[config.mk]
export PLATFORM = sky130hd
export DESIGN_NAME = serial_adder
export DESIGN_NICKNAME = d
export VERILOG_FILES = /design/src/rtl/serial_adder_pkg.sv /design/src/rtl/serial_adder_full_adder_cell.sv /design/src/rtl/serial_adder.sv
export SDC_FILE = /design/constraint.sdc
export NUM_CORES = 1
export LEC_CHECK = 0
export BUFFER_PORTS_ARGS = -buffer_cell sky130_fd_sc_hd__buf_2
export CAP_MARGIN = 0
export CORE_MARGIN = 4
export CORE_UTILIZATION = 54
export CTS_CLUSTER_DIAMETER = 50
export DETAILED_ROUTE_END_ITERATION = 8
export GPL_TIMING_DRIVEN = 0
export PLACE_DENSITY = 0.78
export SLEW_MARGIN = 20
export SYNTH_ARGS = -nofsm -noshare
export SYNTH_HDL_FRONTEND = slang
export SYNTH_SLANG_ARGS = --single-unit
[constraint.sdc]
create_clock -name clk -period 2 [get_ports clk]
set_input_delay 0.1 -clock clk [delete_from_list [all_inputs] [get_ports clk]]
set_output_delay 0.1 -clock clk [all_outputs]
set_load 0.02 [all_outputs]
[src/rtl/serial_adder_pkg.sv]
// -----------------------------------------------------------------------------
// serial_adder_pkg
//   Shared definitions for the bit-serial add/subtract unit.
//   - state_t : FSM state encoding (2-bit binary). S_IDLE=2'd0, S_RUN=2'd1,
//               S_DONE=2'd2. The 2'b11 code is unused and is treated as
//               illegal by the FSM, which recovers to S_IDLE.
//   - cnt_width() : width of the bit counter for a given operand width.
//   - majority3() : carry function of a full adder.
// -----------------------------------------------------------------------------
package serial_adder_pkg;

  typedef enum logic [1:0] {
    S_IDLE = 2'd0,
    S_RUN  = 2'd1,
    S_DONE = 2'd2
  } state_t;

  localparam int WIDTH_MIN = 2;
  localparam int WIDTH_MAX = 32;

  // The counter needs to reach WIDTH-1; one spare bit keeps the compare
  // unambiguous for power-of-two widths.
  function automatic int cnt_width(input int width);
    return $clog2(width) + 1;
  endfunction

  function automatic logic majority3(input logic x, input logic y, input logic z);
    return (x & y) | (x & z) | (y & z);
  endfunction

endpackage

[src/rtl/serial_adder_full_adder_cell.sv]
// -----------------------------------------------------------------------------
// full_adder_cell
//   Single-bit combinational full adder used as the only arithmetic cell of
//   the serial adder.
//   Ports:
//     x, y  : input  operand bits
//     cin   : input  carry in
//     s     : output sum bit  (x ^ y ^ cin)
//     cout  : output carry out (majority of x, y, cin)
// -----------------------------------------------------------------------------
module full_adder_cell
  import serial_adder_pkg::*;
(
  input  logic x,
  input  logic y,
  input  logic cin,
  output logic s,
  output logic cout
);

  assign s    = x ^ y ^ cin;
  assign cout = majority3(x, y, cin);

endmodule

[src/rtl/serial_adder.sv]
// -----------------------------------------------------------------------------
// serial_adder
//   Bit-serial add/subtract unit. Operands are latched on a start strobe and
//   processed LSB first, one bit per clock, through a single full adder and a
//   carry flop. An operation takes WIDTH RUN cycles followed by one DONE cycle;
//   a start seen in DONE launches the next operation with no idle gap.
//
//   Handshake: start is a single-cycle request that is only looked at while
//   the unit is not busy (state IDLE or DONE); a, b and sub are captured on
//   that same edge and may change freely afterwards. busy is high for exactly
//   the WIDTH RUN cycles, done is high for the one DONE cycle, and sum/cout/ovf
//   are valid from the DONE cycle until the next operation completes.
//
//   Parameters:
//     WIDTH : operand/result width, 2..32
//   Ports:
//     clk   : input  rising-edge clock
//     rst   : input  asynchronous active-high reset
//     start : input  request strobe
//     sub   : input  0 = a+b, 1 = a-b
//     a, b  : input  operands [WIDTH-1:0]
//     busy  : output high while computing
//     done  : output one-cycle completion pulse
//     sum   : output result [WIDTH-1:0]
//     cout  : output carry out of MSB (for subtract, 1 = no borrow)
//     ovf   : output signed overflow
// -----------------------------------------------------------------------------
module serial_adder
  import serial_adder_pkg::*;
#(
  parameter int WIDTH = 8
) (
  input  logic             clk,
  input  logic             rst,
  input  logic             start,
  input  logic             sub,
  input  logic [WIDTH-1:0] a,
  input  logic [WIDTH-1:0] b,
  output logic             busy,
  output logic             done,
  output logic [WIDTH-1:0] sum,
  output logic             cout,
  output logic             ovf
);

  localparam int CW = cnt_width(WIDTH);
  localparam logic [CW-1:0] LAST_BIT = CW'(WIDTH - 1);

  state_t           state;
  logic [WIDTH-1:0] op_a;
  logic [WIDTH-1:0] op_b;
  logic [WIDTH-1:0] part;
  logic             carry;
  logic [CW-1:0]    cnt;

  logic             fa_s;
  logic             fa_c;
  logic [WIDTH-1:0] part_next;
  logic             last_bit;

  // The single arithmetic cell always looks at the current LSBs.
  full_adder_cell u_fa (
    .x    (op_a[0]),
    .y    (op_b[0]),
    .cin  (carry),
    .s    (fa_s),
    .cout (fa_c)
  );

  // Result bits enter at the MSB so that after WIDTH shifts the first
  // computed bit (the LSB) has reached position 0.
  assign part_next = {fa_s, part[WIDTH-1:1]};
  assign last_bit  = (cnt == LAST_BIT);

  always_ff @(posedge clk or posedge rst) begin
    if (rst) begin
      state <= S_IDLE;
      op_a  <= '0;
      op_b  <= '0;
      part  <= '0;
      carry <= 1'b0;
      cnt   <= '0;
      busy  <= 1'b0;
      done  <= 1'b0;
      sum   <= '0;
      cout  <= 1'b0;
      ovf   <= 1'b0;
    end else begin
      case (state)
        S_IDLE, S_DONE: begin
          done <= 1'b0;
          if (start) begin
            // Subtraction as a + ~b + 1: invert b and seed the carry with 1.
            op_a  <= a;
            op_b  <= sub ? ~b : b;
            carry <= sub;
            part  <= '0;
            cnt   <= '0;
            busy  <= 1'b1;
            state <= S_RUN;
          end else begin
            busy  <= 1'b0;
            state <= S_IDLE;
          end
        end

        S_RUN: begin
          op_a  <= op_a >> 1;
          op_b  <= op_b >> 1;
          carry <= fa_c;
          part  <= part_next;
          cnt   <= cnt + 1'b1;
          if (last_bit) begin
            // On the MSB, 'carry' still holds the carry into the MSB.
            sum   <= part_next;
            cout  <= fa_c;
            ovf   <= carry ^ fa_c;
            busy  <= 1'b0;
            done  <= 1'b1;
            state <= S_DONE;
          end
        end

        default: begin
          // Unused 2'b11 code: recover quietly.
          busy  <= 1'b0;
          done  <= 1'b0;
          state <= S_IDLE;
        end
      endcase
    end
  end

endmodule

==> flow_summary_export.csv <==
group,metric,value,unit
sta,hold_viol,0,
drt,wl_per_cell,15.28,um
setup_path,crit_type,"reg2reg",
sta,finalCriticalPeriod,1.595,ns
sta,fin_hold_ws,0.04951,ns
power_and_ir_drop,finalPower,3.468,mW
final_layout,final_nets,189,
final_layout,drive_gt1_share,30.36,%
cts,cts_tree,"done",
sta,fin_tns_setup,0,ns
yosys,ys_seq_area_share,58.57,%
power_and_ir_drop,p_leak,1.082,nW
floorplan,die_y,64.26,um
yosys,yosysTopAreaCell,"dfrtp_1",
run_status,status,"complete, no violations",
floorplan,start_util,55.98,%
cts,clk_pin_slew,0.12,ns
setup_path,cp.buffers_inverters,1,
sta,final-max-slew-violation-count,0,
drt,firstDrtPassIters,4,
yosys,postSynthAreaPerCell,13.46,sq um
place,dpl-instance-area,1942,sq um
setup_path,required,2.23,ns
global_route,grt_max_degree,22,
setup_path,cp_slowest_cell,"dfrtp_1",
drt,route.antenna.remaining_nets,0,
global_route,gr-total-overflow,0,
cts,cts-root-buf,"clkbuf_4",
global_route,grtUsageTotal,17.78,%
drt,drcViolationCount,0,
drt,num_vias,1163,
place,hpwl,2434,um
place,place.gp.congestion,0.7892,
final_layout,fill_cells,243,
yosys,ys_ff_latch,40,
floorplan,die_area,4129,sq um
cts,cts.repair.resized,0,
yosys,synth_top_area_share,58.57,%
sta,fmax,626.8,MHz
power_and_ir_drop,ir_drop,0.001010,V
cts,postCtsSetupRepairBufs,0,
final_layout,final_cell_mix,"dfrtp_1 (40), buf_2 (35), a22o_1 (19)",
floorplan,row_count,20,
drt,drt_iter0_drc,50,
yosys,yosys-top-cells-area,"dfrtp_1 (59%), a22o_1 (9.7%), mux2_1 (6.6%), a221o_1 (4.1%), xnor2_1 (4.1%)",
global_route,grt_pass1_wl,5678,um
yosys,synth_edf_count,0,
run,cap_violations,0,
cts,clock_sinks,40,
setup_path,cp_data_arrival_time,1.82,ns
yosys,synth_cells,127,
final_layout,final_util,68.44,%
power_and_ir_drop,power.density,1660,nW/um^2
place,port_buffers,30,
yosys,ys_async_sr_fraction,100.0,%
sta,skew,0.01255,ns
setup_path,endpoint_kind,"register",
global_route,grt_pass1_vias,1227,
setup_path,cp_max_fo,10,
sta,setup_violations,0,
sta,rsz0062_at_grt,"no",
cts,ctsLongestPathBuffers,2,
floorplan,core,3053,sq um
yosys,syn_nets,149,
yosys,synth.cell_area,1709,sq um
cts,clk_latency,0.35,ns
yosys,synth.distinct_cells,25,
yosys,synth_warnings,0,
final_layout,syn_to_final_growth,22.25,%
global_route,antenna_found_initial,0,
setup_path,crit_family,"flip-flops",
min_path,hold_path.class,"in2reg",
cts,cts-buffers-inserted,5,
final_layout,design_area,2090,sq um
setup_path,start_kind,"register",
setup_path,cpPeakStageDelay,0.41,ns
drt,viasPerCell,5.486,
final_layout,diodes,0,
sta,relSlewSlack,69.48,%
floorplan,num_io_pins,32,
final_layout,ff_latch_area,1001,sq um
cts,cts_max_level,2,
yosys,synthFlopType,"dfrtp_1",
sta,finalCritPeriodShare,79.77,%
final_layout,multiInputGateArea,649.4,sq um
drt,wirelength,3239,um
sta,tightestPinTransition,0.4572,ns
floorplan,die_w,64.26,um
setup_path,crit_chain,"ha_1, nand2_1, nor3b_2, buf_4, mux2_1",
cts,hold_buffers,1,
final_layout,layout_commonest_cell,"dfrtp_1",
## cell families after synthesis
kind of cell             Yosys count  synth area share, %
AO/OA/AOI/OAI                     35                17.64
multiplexers                      12                7.760
buffers and inverters             10                3.440
flip-flops                        40                58.57
XOR/XNOR                          10                5.125
AND/OR/NAND/NOR                   18                5.565
adder cells (fa/ha/maj)            2                1.903
## area by class of cell
type	instances	share of cell area [%]
Timing Repair Buffer	33	9.461
Multi-Input combinational cell	77	31.08
Inverter	1	0.1796
Sequential cell	40	47.90
Clock inverter	3	4.311
Clock buffer	5	1.796
Tap cell	44	2.635
Buffer	9	2.635
## registers in the layout, indices dropped and copies added, names as in the netlist
name   cells
cout       1
state      1
cnt        4
sum        8
op_b       8
busy       1
ovf        1
op_a       8
carry      1
part       7
## power breakdown
group | leakage [nW] | switching [mW] | internal [mW]
sequential | 0.510 | 0.233 | 1.16
combinational | 0.506 | 0.653 | 0.641
clock | 0.0654 | 0.262 | 0.515
## cell usage after synthesis, types with 2 or more instances
master,count
dfrtp_1,40
a22o_1,19
mux2_1,10
a21o_1,8
nor2_1,8
xnor2_1,8
a221o_1,7
buf_2,5
nand2_1,3
buf_4,2
mux2i_1,2
xor2_1,2
## stage by stage
step	worst slack (ns)	cells
finish	0.4047	212
global route	0.2643	212
CTS	0.3900	211
detailed placement	0.4125	202
global placement	0.4539	201
floorplan	0.5050	127
## metal layers
metal | routed length, um | vias up | GRT usage, %
li1 | - | 544 | -
met1 | 1372 | 576 | 21.50
met2 | 1641 | 35 | 30.15
met3 | 156 | 8 | 4.394
met4 | 68 | 0 | 7.388
met5 | 0 | - | 0
## final timing paths
check,cells after the start,from,endpoint,slack [ns]
max in group asynchronous,4,rst,sum[7],1.26
hold reg to reg,1,sum[6],sum[6],0.49
hold / removal,3,a[5],op_a[5],0.05
min in group asynchronous,3,rst,cnt[1],0.29
setup reg to reg,5,cnt[0],sum[7],0.40
setup / recovery,5,cnt[0],sum[7],0.40
## worst reg2reg max path, cell delays in order, from the launching register on
cell and delay [ns]:
dfrtp_1 0.41, ha_1 0.19, nand2_1 0.08, nor3b_2 0.24
buf_4 0.23, mux2_1 0.33
No activity file was read; power rests on OpenSTA's default activity.
